===== src/rtl/testchk_pkg.sv =====
// -----------------------------------------------------------------------------
// testchk_pkg
// Shared constants for the frame-buffer pattern checker:
//   - FSM state encoding (UNLOCKED / ACQUIRE / LOCKED)
//   - default values for SAMPLE_PHASE, LOCK_COUNT and ERR_W
//   - consecutive-mismatch threshold used when TESTCHK_RESYNC_EN is defined
//   - modulo-8 increment helper
// -----------------------------------------------------------------------------
package testchk_pkg;

  localparam logic [1:0] ST_UNLOCKED = 2'd0;
  localparam logic [1:0] ST_ACQUIRE  = 2'd1;
  localparam logic [1:0] ST_LOCKED   = 2'd2;

  localparam logic [2:0]  SAMPLE_PHASE_DEF = 3'b110;
  localparam int unsigned LOCK_COUNT_DEF   = 32'd4;
  localparam int unsigned ERR_W_DEF        = 32'd16;

  // Consecutive LOCKED mismatches that force a return to UNLOCKED.
  localparam logic [1:0] RESYNC_THRESH = 2'd3;

  // The test pattern counts modulo 8, so 7 + 1 wraps to 0.
  function automatic logic [2:0] inc3(input logic [2:0] v);
    return v + 3'd1;
  endfunction

endpackage


===== src/rtl/testchk_sat_counter.sv =====
// -----------------------------------------------------------------------------
// sat_counter
// Saturating up-counter with synchronous clear. A clear that coincides with
// an increment yields 1, so the event seen in the clearing cycle is kept.
// Ports:
//   clk   in  rising-edge clock
//   reset in  asynchronous active-high reset (count -> 0)
//   inc   in  count one event
//   clr   in  synchronous clear
//   count out registered count, sticks at all-ones
// -----------------------------------------------------------------------------
module sat_counter #(
  parameter int unsigned W = 32'd16
) (
  input  logic         clk,
  input  logic         reset,
  input  logic         inc,
  input  logic         clr,
  output logic [W-1:0] count
);

  localparam logic [W-1:0] ONE = {{(W-1){1'b0}}, 1'b1};

  logic [W-1:0] count_q;
  logic [W-1:0] count_d;

  // Next count: clear has priority, otherwise increment unless saturated.
  always_comb begin
    count_d = count_q;
    if (clr) begin
      count_d = inc ? ONE : '0;
    end else if (inc && (count_q != {W{1'b1}})) begin
      count_d = count_q + ONE;
    end else begin
      count_d = count_q;
    end
  end

  // Count register.
  always_ff @(posedge clk or posedge reset) begin
    if (reset) begin
      count_q <= '0;
    end else begin
      count_q <= count_d;
    end
  end

  assign count = count_q;

endmodule


===== src/rtl/testchk.sv =====
// -----------------------------------------------------------------------------
// testchk
// Checks that a 3-bit incrementing pattern read back from a frame buffer stays
// in sequence. Samples are taken when clkPhase == SAMPLE_PHASE and sample_en
// is high. After LOCK_COUNT consecutive in-sequence samples the checker locks;
// while locked every mismatch pulses err_pulse and bumps a saturating counter,
// then the expected value resynchronises to the received one.
//
// Optional feature: define TESTCHK_RESYNC_EN to drop back to UNLOCKED after
// three consecutive locked mismatches. Without it, only reset leaves LOCKED.
//
// Ports:
//   clk        in   rising-edge clock
//   reset      in   asynchronous active-high reset
//   clkPhase   in   [2:0] current 8-phase clock phase
//   sample_en  in   sample qualifier
//   data_in    in   [2:0] value read back from the frame buffer
//   clr_count  in   synchronous clear of err_count
//   locked     out  high while in LOCKED (registered)
//   err_pulse  out  one-cycle strobe per locked mismatch (registered)
//   err_count  out  [ERR_W-1:0] saturating mismatch count (registered)
// -----------------------------------------------------------------------------
module testchk
  import testchk_pkg::*;
#(
  parameter logic [2:0]  SAMPLE_PHASE = SAMPLE_PHASE_DEF,
  parameter int unsigned LOCK_COUNT   = LOCK_COUNT_DEF,
  parameter int unsigned ERR_W        = ERR_W_DEF
) (
  input  logic             clk,
  input  logic             reset,
  input  logic [2:0]       clkPhase,
  input  logic             sample_en,
  input  logic [2:0]       data_in,
  input  logic             clr_count,
  output logic             locked,
  output logic             err_pulse,
  output logic [ERR_W-1:0] err_count
);

  localparam logic [3:0] LOCK_RUN = LOCK_COUNT[3:0];

  logic [1:0] state_q, state_d;
  logic [2:0] exp_q,   exp_d;
  logic [2:0] prev_q,  prev_d;
  logic [3:0] run_q,   run_d;
  logic       locked_q;
  logic       err_pulse_q;
  logic       sample_s;
  logic       mismatch_s;
`ifdef TESTCHK_RESYNC_EN
  logic [1:0] mis_q, mis_d;
`endif

  assign sample_s = (clkPhase == SAMPLE_PHASE) && sample_en;

  // FSM next state and pattern tracking; only a sample event moves anything.
  always_comb begin
    state_d    = state_q;
    exp_d      = exp_q;
    prev_d     = prev_q;
    run_d      = run_q;
    mismatch_s = 1'b0;
`ifdef TESTCHK_RESYNC_EN
    mis_d      = mis_q;
`endif
    if (sample_s) begin
      case (state_q)
        ST_UNLOCKED: begin
          prev_d  = data_in;
          run_d   = 4'd1;
          state_d = ST_ACQUIRE;
        end
        ST_ACQUIRE: begin
          prev_d = data_in;
          if (data_in == inc3(prev_q)) begin
            run_d = run_q + 4'd1;
            if ((run_q + 4'd1) == LOCK_RUN) begin
              state_d = ST_LOCKED;
              exp_d   = inc3(data_in);
            end else begin
              state_d = ST_ACQUIRE;
            end
          end else begin
            // Broken sequence: the current sample starts a new run.
            run_d = 4'd1;
          end
        end
        ST_LOCKED: begin
          if (data_in == exp_q) begin
            exp_d = inc3(exp_q);
`ifdef TESTCHK_RESYNC_EN
            mis_d = 2'd0;
`endif
          end else begin
            mismatch_s = 1'b1;
            exp_d      = inc3(data_in);
`ifdef TESTCHK_RESYNC_EN
            if (mis_q == (RESYNC_THRESH - 2'd1)) begin
              state_d = ST_UNLOCKED;
              mis_d   = 2'd0;
            end else begin
              mis_d   = mis_q + 2'd1;
            end
`endif
          end
        end
        default: begin
          state_d = ST_UNLOCKED;
        end
      endcase
    end else begin
      state_d = state_q;
    end
  end

  // State and output registers.
  always_ff @(posedge clk or posedge reset) begin
    if (reset) begin
      state_q     <= ST_UNLOCKED;
      exp_q       <= 3'd0;
      prev_q      <= 3'd0;
      run_q       <= 4'd0;
      locked_q    <= 1'b0;
      err_pulse_q <= 1'b0;
    end else begin
      state_q     <= state_d;
      exp_q       <= exp_d;
      prev_q      <= prev_d;
      run_q       <= run_d;
      locked_q    <= (state_d == ST_LOCKED);
      err_pulse_q <= mismatch_s;
    end
  end

`ifdef TESTCHK_RESYNC_EN
  // Consecutive locked-mismatch counter.
  always_ff @(posedge clk or posedge reset) begin
    if (reset) begin
      mis_q <= 2'd0;
    end else begin
      mis_q <= mis_d;
    end
  end
`endif

  sat_counter #(
    .W (ERR_W)
  ) u_err_cnt (
    .clk   (clk),
    .reset (reset),
    .inc   (mismatch_s),
    .clr   (clr_count),
    .count (err_count)
  );

  assign locked    = locked_q;
  assign err_pulse = err_pulse_q;

endmodule


===== config.mk =====
export PLATFORM = sky130hd
export DESIGN_NAME = testchk
export DESIGN_NICKNAME = d
export VERILOG_FILES = /design/src/rtl/testchk_pkg.sv /design/src/rtl/testchk_sat_counter.sv /design/src/rtl/testchk.sv
export SDC_FILE = /design/constraint.sdc
export NUM_CORES = 1
export LEC_CHECK = 0
export BUFFER_PORTS_ARGS = -buffer_cell sky130_fd_sc_hd__buf_2
export CORE_MARGIN = 2
export CORE_UTILIZATION = 30
export DETAILED_ROUTE_END_ITERATION = 10
export PLACE_DENSITY = 0.51
export SLEW_MARGIN = 20
export SYNTH_ARGS = -nofsm -noshare
export SYNTH_HDL_FRONTEND = slang
export SYNTH_SLANG_ARGS = --single-unit

===== constraint.sdc =====
create_clock -name clk -period 2.95 [get_ports clk]
set_input_delay 0.59 -clock clk [delete_from_list [all_inputs] [get_ports clk]]
set_output_delay 0.59 -clock clk [all_outputs]
set_load 0.01 [all_outputs]

==> summary.txt, run 1 <==
Status
  • Outcome: finished, final reports clean

Detailed routing
  • Drt via density: 4.71
  • DR iter-0 viols: 41
  • Avg WL per Cell: 12.8 um
  • # DRC: 0
  • Total Wirelength: 3.54 mm
  • DRT Pass-1 Iters: 4
  • ANT nets after route: 0
  • Via count: 1,299

Timing
  • Period minus WS final: 2.14 ns
  • Setup violators final: 0
  • Fmax: 467 MHz
  • Clock skew: 0.00725 ns
  • Final period util: 0.726
  • Worst Max-Slew Pin Slew: 0.749 ns
  • TNS Setup: 0 ns
  • Worst slew margin: 0.500
  • Max-slew violation count: 0
  • Fin. Hold Viols: 0
  • Hold_ws: 0.425 ns
  • Unrepaired setup endpoints after global routing: no

Die
  • Die height: 79.9 um
  • Initial core utilization: 0.312
  • Row cnt: 27
  • Core Box Area: 0.00554 mm2
  • Ports: 28
  • Die Wd: 79.9 um
  • Die area: 0.00638 mm2

Power
  • Worst vdd ir: 140 uV
  • Pwr/cell area: 446 mW/mm2
  • Tot Pwr: 0.911 mW
  • Cell leakage power: 0.934 nW

Yosys
  • Top_reg_cell synth: dfrtp_1
  • Top-count cell post-synth: dfrtp_1
  • Area leader, netlist: dfrtp_1
  • Register area share after synthesis: 0.435
  • Syn Inst Count: 171
  • Yosys reg bits: 30
  • Synth top area cells: dfrtp_1 (43%), xnor2_1 (6.1%), nor2_1 (3.9%)
  • Synth async-reset ratio: 1.00
  • Synth top cells by count: dfrtp_1 (30), nor2_1 (18), nand2_1 (14), xnor2_1 (12), inv_1 (11)
  • Synth Cell Area: 0.00173 mm2
  • Share of the synthesized area in the top cell type: 0.435
  • Synth Area per Inst: 10.1 um2
  • Ys Warns: 0
  • Number of library cell types mapped by synthesis: 46
  • Post-synth EDFFs: 0
  • Syn Nets: 186

Place
  • HPWL Detailed: 2.61 mm
  • Buffers on Ports: 27
  • Final Wtd Congestion: 0.741

Cells and area
  • Layout fillers: 576
  • Share of cells above drive strength 1: 0.265
  • Final net count: 218
  • Ant. Diodes: 0
  • Area grow syn2layout: 18.3%

Worst setup path
  • Worst EP required: 3.12 ns
  • RR Startpoint: prev_q[0]
  • Reg-to-reg setup timing slack: 0.81 ns
  • FF-to-FF End: exp_q[1]
  • Startpoint types: flip-flop
  • Register-to-Register Path Depth: 7
  • Crit Path Class: flip-flop to flip-flop
  • Worst-path fanout max: 6
  • Critical path arrival: 2.31 ns
  • Kind of end point of the critical path: flip-flop

CTS
  • Worst-path clk slew: 0.07 ns
  • Root Driver: clkbuf_8
  • Post-CTS Setup Inserts: 0
  • Num CTS Buffers: 5
  • CTS tree: yes
  • H-Tree Depth: 2
  • Post-CTS Resized: 0
  • Hold-fix buffers, CTS: 0
  • Later-pin clock latency in the skew report: 0.28 ns
  • CTS sink count: 30
  • CTS Buffer Depth: 2

Global routing
  • Number of global-route vias before repair: 1,311
  • Initial antenna violation count: 0
  • Gr usage total: 0.131
  • GR Overflow Total: 0
  • Largest net degree at the start of global routing: 21
  • First-pass GRT wire length: 6.40 mm

Job
  • Max-Cap Viols: 0

Hold path
  • Min-Delay Path Class: primary input to asynchronous set/reset pin
cell usage in the layout (no fill, tap or decap), types with 3 or more instances in the layout:
cell,synthesis,routed
nor3_1,5,5
nand4_1,3,3
xnor2_1,12,12
nand3_1,7,7
buf_4,1,4
nand2b_1,5,5
o21ai_0,3,3
inv_1,11,11
mux2_2,3,3
nand2_1,14,14
dfrtp_1,30,30
a21oi_1,7,7
mux2i_1,3,3
xor2_1,3,3
a22o_1,3,3
clkbuf_8,0,6
nor2_1,18,18
ha_1,5,5
buf_2,0,27
critical path, cell delays in order, from the launching register on:
cell and delay [ns]:
dfrtp_1 0.41, ha_1 0.22, xnor3_1 0.33, nand4_1 0.15, nor2_1 0.05, buf_4 0.16
a21oi_1 0.35, mux2_1 0.36
where the power goes:
| group | switching [mW] | internal [mW] |
|---|---|---|
| registers | 0.0209 | 0.435 |
| logic | 0.0504 | 0.0532 |
| clock network | 0.164 | 0.187 |
logic make-up (layout without fill, tap and decap cells):
| kind of cell | Yosys count | in the layout | synth area share |
|---|---|---|---|
| and+or+nand+nor | 67 | 67 | 0.216 |
| DFF | 30 | 30 | 0.435 |
| AOI/OAI and AO/OA | 28 | 28 | 0.130 |
| buffers and inverters | 17 | 50 | 0.0435 |
| xor gates and xnor gates | 16 | 16 | 0.0891 |
| muxes | 8 | 8 | 0.0500 |
| adders and majority gates | 5 | 5 | 0.0362 |
per-layer routing:
layer  track usage  vias up  part of all wire
met3        0.0328        7             0.046
li1              -      669                 -
met1         0.187      599              0.52
met5             0        -                 0
met4        0.0610        0             0.022
met2         0.182       24              0.41
area by class of cell:
cell class / instances / area (um2) / area share
Sequential cell: 30 / 751 / 0.367
Tap cell: 72 / 90.1 / 0.0441
Timing Repair Buffer: 31 / 165 / 0.0808
Clock inverter: 2 / 12.5 / 0.00612
Multi-Input combinational cell: 124 / 901 / 0.441
Clock buffer: 6 / 82.6 / 0.0404
Inverter: 11 / 41.3 / 0.0202
registers in the layout, summed over array words and instances (netlist names):
signal           count
prev_q               3
state_q              2
u_err_cnt.count     16
err_pulse            1
exp_q                3
run_q                4
locked               1
worst max-delay path by stage:
stage,startpoint,endpoint,slack (ns),cells after the start
floorplan,clkPhase[0],u_err_cnt.count[13],0.87,6
global placement,clkPhase[0],u_err_cnt.count[13],0.60,6
detailed placement,clkPhase[0],u_err_cnt.count[13],0.55,6
CTS,prev_q[0],exp_q[1],0.79,7
global route,prev_q[0],exp_q[1],0.66,7
finish,prev_q[0],exp_q[1],0.81,7
through the flow:
| step | cell area, um2 | utilization | setup slack [ns] | cells |
|---|---|---|---|---|
| after floorplan | 1730 | - | 0.873 | 171 |
| after global placement | 1950 | 0.352 | 0.601 | 268 |
| after detailed placement | 1950 | 0.352 | 0.548 | 268 |
| after CTS | 2040 | 0.369 | 0.790 | 276 |
| after global routing | 2040 | 0.369 | 0.656 | 276 |
| final | 2040 | 0.369 | 0.809 | 276 |
Note: power is estimated with default switching activity, not from simulation.
==> run 2, diff against run 1 <==
==> constraint.sdc (replaced) <==
create_clock -name clk -period 2.06 [get_ports clk]
set_input_delay 0.412 -clock clk [delete_from_list [all_inputs] [get_ports clk]]
set_output_delay 0.412 -clock clk [all_outputs]
set_load 0.01 [all_outputs]
==> run 2 against run 1 <==
Effect of this change: wire length grew 2.1%; sequential power grew 43%; worst setup slack lost 0.64 ns; clock power grew 33%; first-iteration DRC count grew 46%; clock-buffer cell count is the same; register-to-register slack lost 0.64 ns; combinational power grew 46%; largest cell class unchanged; largest power group unchanged.
==> summary.txt, run 2 (same netlist as run 1, synthesis figures left out) <==
Status
  • Outcome: finished, final reports clean

Worst setup path
  • Critical path arrival: 2.05 ns (-0.26 ns)
  • Worst EP required: 2.22 ns (-0.90 ns)
  • End point of the critical path: u_err_cnt.count[6]
  • Reg-to-reg setup timing slack: 0.16 ns (-0.64 ns)
  • Kind of end point of the critical path: flip-flop
  • Critical path cell sequence: xnor2_1 -> a311o_1 -> buf_4 -> nor4_2 -> xnor2_1 -> nor2_1
  • CP most frequent cell: xnor2_1
  • Crit Path Class: flip-flop to flip-flop
  • RR Startpoint: exp_q[2]
  • Slowest cell on crit path: a311o_1
  • Register-to-Register Path Depth: 6 (-1)
  • Worst-path fanout max: 8 (+2)
  • Startpoint types: flip-flop
  • FF-to-FF End: u_err_cnt.count[6]
  • Crit-path max cell delay: 0.51 ns (+0.10 ns)
  • Worst Setup SP: exp_q[2]

Power
  • Sequential Power Share: 0.513 (+0.012)
  • Sw Ratio: 0.246 (-0.0123)
  • Cell leakage power: 0.983 nW (+5.2%)
  • P_int: 0.961 mW (+42%)
  • Clk network pwr share: 0.367 (-0.018)
  • Combinational power share: 0.120 (+0.006)
  • Pwr/cell area: 603 mW/mm2 (+35%)
  • Worst vdd ir: 222 uV (+59%)
  • Switch Pwr: 0.313 mW (+33%)

Detailed routing
  • DRT Pass-1 Iters: 4 (unchanged)
  • Avg WL per Cell: 12.7 um (-1.1%)
  • Total Wirelength: 3.61 mm (+2.1%)
  • Drt via density: 4.72 (+0.27%)
  • ANT nets after route: 0 (unchanged)
  • Via count: 1,345 (+3.5%)
  • # DRC: 0 (unchanged)
  • DR iter-0 viols: 60 (+46%)

CTS
  • CTS sink count: 30 (unchanged)
  • Num CTS Buffers: 5 (unchanged)
  • Hold-fix buffers, CTS: 0 (unchanged)
  • CTS tree: yes
  • H-Tree Depth: 2 (unchanged)
  • Post-CTS Setup Inserts: 0 (unchanged)
  • Post-CTS Resized: 0 (unchanged)
  • CTS Buffer Depth: 2 (unchanged)
  • Root Driver: clkbuf_8
  • Worst-path clk slew: 0.06 ns (about the same)
  • Later-pin clock latency in the skew report: 0.28 ns (about the same)

Global routing
  • First-pass GRT wire length: 6.32 mm (-1.3%)
  • Gr usage total: 0.131 (about the same)
  • Initial antenna violation count: 0 (unchanged)
  • Largest net degree at the start of global routing: 31 (+48%)
  • Number of global-route vias before repair: 1,343 (+2.4%)
  • GR Overflow Total: 0 (unchanged)

Job
  • Max-Cap Viols: 0 (unchanged)

Die
  • Die height: 79.9 um (unchanged)
  • Ports: 28 (unchanged)
  • Die area: 0.00638 mm2 (unchanged)
  • Core Box Area: 0.00554 mm2 (unchanged)
  • Row cnt: 27 (unchanged)
  • Initial core utilization: 0.312 (unchanged)
  • Die Wd: 79.9 um (unchanged)

Timing
  • Hold_ws: 0.194 ns (-0.231 ns)
  • TNS Setup: 0 ns (unchanged)
  • Max-slew violation count: 0 (unchanged)
  • Fin. Hold Viols: 0 (unchanged)
  • Worst Max-Slew Pin Slew: 0.451 ns (-0.298 ns)
  • Worst slew margin: 0.699 (+0.199)
  • Period minus WS final: 1.90 ns (-0.246 ns)
  • Unrepaired setup endpoints after global routing: no
  • Final period util: 0.920 (+0.194)
  • Setup violators final: 0 (unchanged)
  • Clock skew: 0.00250 ns (-0.00476 ns)
  • Fmax: 528 MHz (+13%)

Cells and area
  • Commonest non-fill, non-tap cell in the layout: dfrtp_1
  • Post-layout util: 0.381 (+0.0126)
  • Final net count: 229 (+5.0%)
  • Max reg flops: 16 (unchanged)
  • Share of cells above drive strength 1: 0.296 (+0.0311)
  • Ant. Diodes: 0 (unchanged)
  • Area grow syn2layout: 22.4%
  • Most frequent cells in the layout: dfrtp_1 (30), buf_2 (27), nor2_1 (18), buf_4 (15), nand2_1 (14)

Hold path
  • Min-Delay Path Class: primary input to asynchronous set/reset pin

Place
  • Final Wtd Congestion: 0.763 (+2.9%)
  • HPWL Detailed: 2.67 mm (+2.3%)
  • Buffers on Ports: 27 (unchanged)
run 2: cell types whose count changed in the layout (fill, tap and decap cells not counted), sizes merged:
cell / delta
buf: +11
clkinvlp: -1
clkinv: -1
run 2: routing by layer:
layer  global-route usage  vias to the layer above  part of all wire  wire [um]
li1                     -                      680                 -          -
met1                0.175                      641              0.51       1830
met2                0.197                       20              0.44       1590
met3               0.0373                        4             0.038        137
met4               0.0559                        0             0.015         53
met5                    0                        -                 0          0
run 2: through the flow:
step | std cells | power (mW) | worst slack, ns | cell area [um2]
after global routing | 285 | 1.36 | 0.0409 | 2110
after floorplan | 171 | 0.772 | 0.0974 | 1730
final | 285 | 1.27 | 0.165 | 2110
after detailed placement | 279 | 0.821 | 0.0394 | 2030
after global placement | 279 | 0.816 | 0.0673 | 2030
after CTS | 285 | 1.30 | 0.145 | 2110
run 2: how the worst min path moves through the flow:
stage	from	to	slack [ns]	cells past startpoint
after global routing	reset	run_q[3]	0.22	3
final	reset	run_q[3]	0.19	3
after CTS	reset	run_q[0]	0.21	3
after floorplan	prev_q[1]	prev_q[1]	0.45	2
after global placement	prev_q[1]	prev_q[1]	0.47	2
after detailed placement	prev_q[1]	prev_q[1]	0.49	2
run 2: power by group through the flow:
| stage | registers, mW | clock network, mW | logic (mW) |
|---|---|---|---|
| global placement | 0.664 | 0 | 0.152 |
| finish | 0.654 | 0.468 | 0.152 |
| CTS | 0.654 | 0.488 | 0.156 |
| detailed placement | 0.664 | 0 | 0.156 |
| floorplan | 0.657 | 0 | 0.114 |
| global route | 0.658 | 0.522 | 0.177 |
run 2: area by class of cell:
class / count / area, um2
tap: 72 / 90.1
fill: 572 / 3430
multi-input combinational: 124 / 901
inverter: 11 / 41.3
sequential: 30 / 751
clock buffer: 6 / 82.6
timing repair buffer: 42 / 248
run 2: critical path: cells and delay by family, from the launching register on:
kind                      cells  cell delay [ns]
buffers and inverters         1             0.22
and+or+nand+nor               2             0.34
xor gates and xnor gates      2             0.30
DFF                           1             0.40
AOI/OAI and AO/OA             1             0.51
==> run 3, diff against run 2 <==
--- a/config.mk
+++ b/config.mk
@@ -5,11 +5,13 @@
 export SDC_FILE = /design/constraint.sdc
 export NUM_CORES = 1
 export LEC_CHECK = 0
+export ABC_AREA = 1
 export BUFFER_PORTS_ARGS = -buffer_cell sky130_fd_sc_hd__buf_2
 export CORE_MARGIN = 2
 export CORE_UTILIZATION = 30
+export CTS_CLUSTER_DIAMETER = 120
 export DETAILED_ROUTE_END_ITERATION = 10
-export PLACE_DENSITY = 0.51
+export PLACE_DENSITY = 0.5
 export SLEW_MARGIN = 20
 export SYNTH_ARGS = -nofsm -noshare
 export SYNTH_HDL_FRONTEND = slang
==> run 3 against run 2 <==
Effect of this change: clock-buffer cell count increased by 1; cell count rose by 34%; synthesized cell count rose by 59%; flip-flop and latch count unchanged; sequential share of layout area is 2.6 points lower.
==> summary.txt, run 3 <==
CTS
  • Worst-path clk slew: 0.07 ns (about the same)
  • CTS Buffer Depth: 2 (unchanged)
  • Post-CTS Resized: 0 (unchanged)
  • CTS sink count: 30 (unchanged)
  • Post-CTS Setup Inserts: 0 (unchanged)
  • Later-pin clock latency in the skew report: 0.28 ns (about the same)
  • Hold-fix buffers, CTS: 0 (unchanged)
  • Num CTS Buffers: 5 (unchanged)
  • H-Tree Depth: 2 (unchanged)
  • CTS tree: yes
  • Root Driver: clkbuf_8

Detailed routing
  • DRT Pass-1 Iters: 4 (unchanged)
  • Avg WL per Cell: 11.5 um (-9.6%)
  • Drt via density: 4.53 (-4.1%)
  • Total Wirelength: 4.38 mm (+21%)
  • DR iter-0 viols: 75 (+25%)
  • ANT nets after route: 0 (unchanged)
  • # DRC: 0 (unchanged)
  • Via count: 1,729 (+29%)

Yosys
  • Share of the synthesized area in the top cell type: 0.380 (-0.0546)
  • Synth Area per Inst: 7.26 um2 (-28%)
  • Synth async-reset ratio: 1.00 (unchanged)
  • Yosys reg bits: 30 (unchanged)
  • Largest family of logic cells by synthesized area: simple AND/OR/NAND/NOR gates
  • Syn Nets: 287 (+54%)
  • Syn Inst Count: 272 (+59%)
  • Post-synthesis adder-cell area fraction: 0.0317 (-0.00455)
  • Area leader, netlist: dfrtp_1
  • Ys Warns: 0 (unchanged)
  • Synth top area cells: dfrtp_1 (38%), nand2_1 (17%), nand3_1 (9.4%)
  • Xor and xnor area share after synthesis: 0.0488 (-0.0403)
  • Synth Cell Area: 0.00197 mm2 (+14%)
  • Top-count cell post-synth: nand2_1
  • Synth Area in Compound Gates: 0.0234 (-0.107)
  • Synth top cells by count: nand2_1 (87), nand3_1 (37), dfrtp_1 (30), inv_1 (30), nor2_1 (25)
  • Top_reg_cell synth: dfrtp_1
  • Multiplexer share of the synthesized area: 0.00507 (-0.0449)
  • Register area share after synthesis: 0.380 (-0.0546)
  • Number of library cell types mapped by synthesis: 24 (-48%)
  • Synth Area in Simple Gates: 0.428 (+0.212)
  • Post-synth EDFFs: 0 (unchanged)

Timing
  • Unrepaired setup endpoints after global routing: no
  • Worst slew margin: 0.735 (+0.0358)
  • TNS Setup: 0 ns (unchanged)
  • Max-slew violation count: 0 (unchanged)
  • Setup violators final: 0 (unchanged)
  • Period minus WS final: 1.77 ns (-0.122 ns)
  • Fmax: 564 MHz (+6.9%)
  • Hold_ws: 0.201 ns (+0.00734 ns)
  • Clock skew: 0.00432 ns (+0.00182 ns)
  • Worst Max-Slew Pin Slew: 0.397 ns (-0.0537 ns)
  • Final period util: 0.861 (-0.0592)
  • Fin. Hold Viols: 0 (unchanged)

Worst setup path
  • Crit-path max cell delay: 0.43 ns (-0.08 ns)
  • Register-to-Register Path Depth: 9 (+3)
  • Cell count along the critical path: 9 (+3)
  • Kind of end point of the critical path: flip-flop
  • Worst Setup SP: u_err_cnt.count[0]
  • Top cell family by delay on the critical path: simple AND/OR/NAND/NOR gates
  • Crit Path Class: flip-flop to flip-flop
  • Worst-path fanout max: 16 (+8)
  • RR Startpoint: u_err_cnt.count[0]
  • Startpoint types: flip-flop
  • Worst path bufs/invs: 2 (+1)
  • Critical path arrival: 1.94 ns (-0.11 ns)
  • Slowest cell on crit path: dfrtp_1
  • Critical path cell sequence: ha_1 -> nand3_2 -> inv_1 -> nand2_2 -> inv_1 -> nand2_2 -> nand3_2 -> nand3_1 -> nand3_1
  • Worst EP required: 2.23 ns (about the same)

Die
  • Die area: 0.00725 mm2 (+14%)
  • Die Wd: 85.1 um (+6.6%)
  • Die height: 85.1 um (+6.6%)
  • Row cnt: 29 (+7.4%)
  • Ports: 28 (unchanged)
  • Core Box Area: 0.00635 mm2 (+15%)
  • Initial core utilization: 0.311 (-0.000717)

Cells and area
  • Post-layout util: 0.359 (-0.0220)
  • Share of cells above drive strength 1: 0.167 (-0.129)
  • Most frequent cells in the layout: nand2_1 (87), nand3_1 (37), inv_1 (30), dfrtp_1 (30), buf_2 (27)
  • Area grow syn2layout: 15.6%
  • Commonest non-fill, non-tap cell in the layout: nand2_1
  • Ant. Diodes: 0 (unchanged)
  • Max reg flops: 16 (unchanged)
  • Layout fillers: 686 (+20%)
  • Final net count: 319 (+39%)

Global routing
  • Gr usage total: 0.132 (+0.000785)
  • GR Overflow Total: 0 (unchanged)
  • Largest net degree at the start of global routing: 32 (+3.2%)
  • Initial antenna violation count: 0 (unchanged)
  • Number of global-route vias before repair: 1,587 (+18%)
  • First-pass GRT wire length: 7.60 mm (+20%)

Place
  • Final Wtd Congestion: 0.802 (+5.2%)
  • Buffers on Ports: 27 (unchanged)
  • HPWL Detailed: 3.20 mm (+20%)

Hold path
  • Min-Delay Path Class: primary input to asynchronous set/reset pin

Status
  • Outcome: finished, final reports clean

Power
  • Cell leakage power: 1.19 nW (+21%)
  • Pwr/cell area: 581 mW/mm2 (-3.6%)
  • Worst vdd ir: 212 uV (-4.6%)

Job
  • Max-Cap Viols: 0 (unchanged)
[run 3: area by class of cell]
class | instances | area (um2) | area share
Multi-Input combinational cell | 204 | 1060 | 0.465
Inverter | 33 | 125 | 0.0548
Tap cell | 77 | 96.3 | 0.0422
Clock buffer | 7 | 86.3 | 0.0378
Sequential cell | 30 | 751 | 0.329
Timing Repair Buffer | 30 | 158 | 0.0691
Clock inverter | 1 | 5.00 | 0.00219
[run 3: metal layers]
metal | track usage | share of wire | up-vias
li1 | - | - | 934
met1 | 0.188 | 0.54 | 761
met2 | 0.190 | 0.40 | 28
met3 | 0.0340 | 0.043 | 6
met4 | 0.0519 | 0.017 | 0
met5 | 0 | 0 | -
[run 3: where the power goes]
group | total (mW) | internal, mW | switching [mW]
Clock | 0.501 | 0.269 | 0.232
Sequential | 0.657 | 0.623 | 0.0335
Combinational | 0.168 | 0.0674 | 0.101
Total | 1.33 | 0.960 | 0.367
[run 3: logic make-up (layout without fill, tap and decap cells)]
kind of cell    after synthesis  in the layout
flops                        30             30
buf+inv                      38             71
compound gates                8              8
fa+ha+maj                     5              5
mux                           1              1
simple gates                179            179
xor+xnor                     11             11
[run 3: stage by stage]
stage	setup slack (ns)	instances	instance area (um2)	total power [mW]
after floorplan	0.486	272	1970	0.793
after global placement	0.321	374	2190	0.836
after detailed placement	0.310	374	2190	0.839
after CTS	0.293	382	2280	1.35
after global routing	0.0824	382	2280	1.41
final	0.287	382	2280	1.33
[run 3: final timing paths]
| kind | endpoint | slack [ns] |
|---|---|---|
| setup / recovery | u_err_cnt.count[0] | 0.29 |
| hold / removal | run_q[3] | 0.20 |
| setup reg to reg | u_err_cnt.count[0] | 0.29 |
| hold reg to reg | prev_q[1] | 0.50 |
| max in group asynchronous | u_err_cnt.count[12] | 1.57 |
| min in group clk | prev_q[0] | 0.40 |
[run 3: tightest hold or removal path, cell delays in order]
cell and delay [ns]:
buf_2 0.09, inv_1 0.04, buf_4 0.36
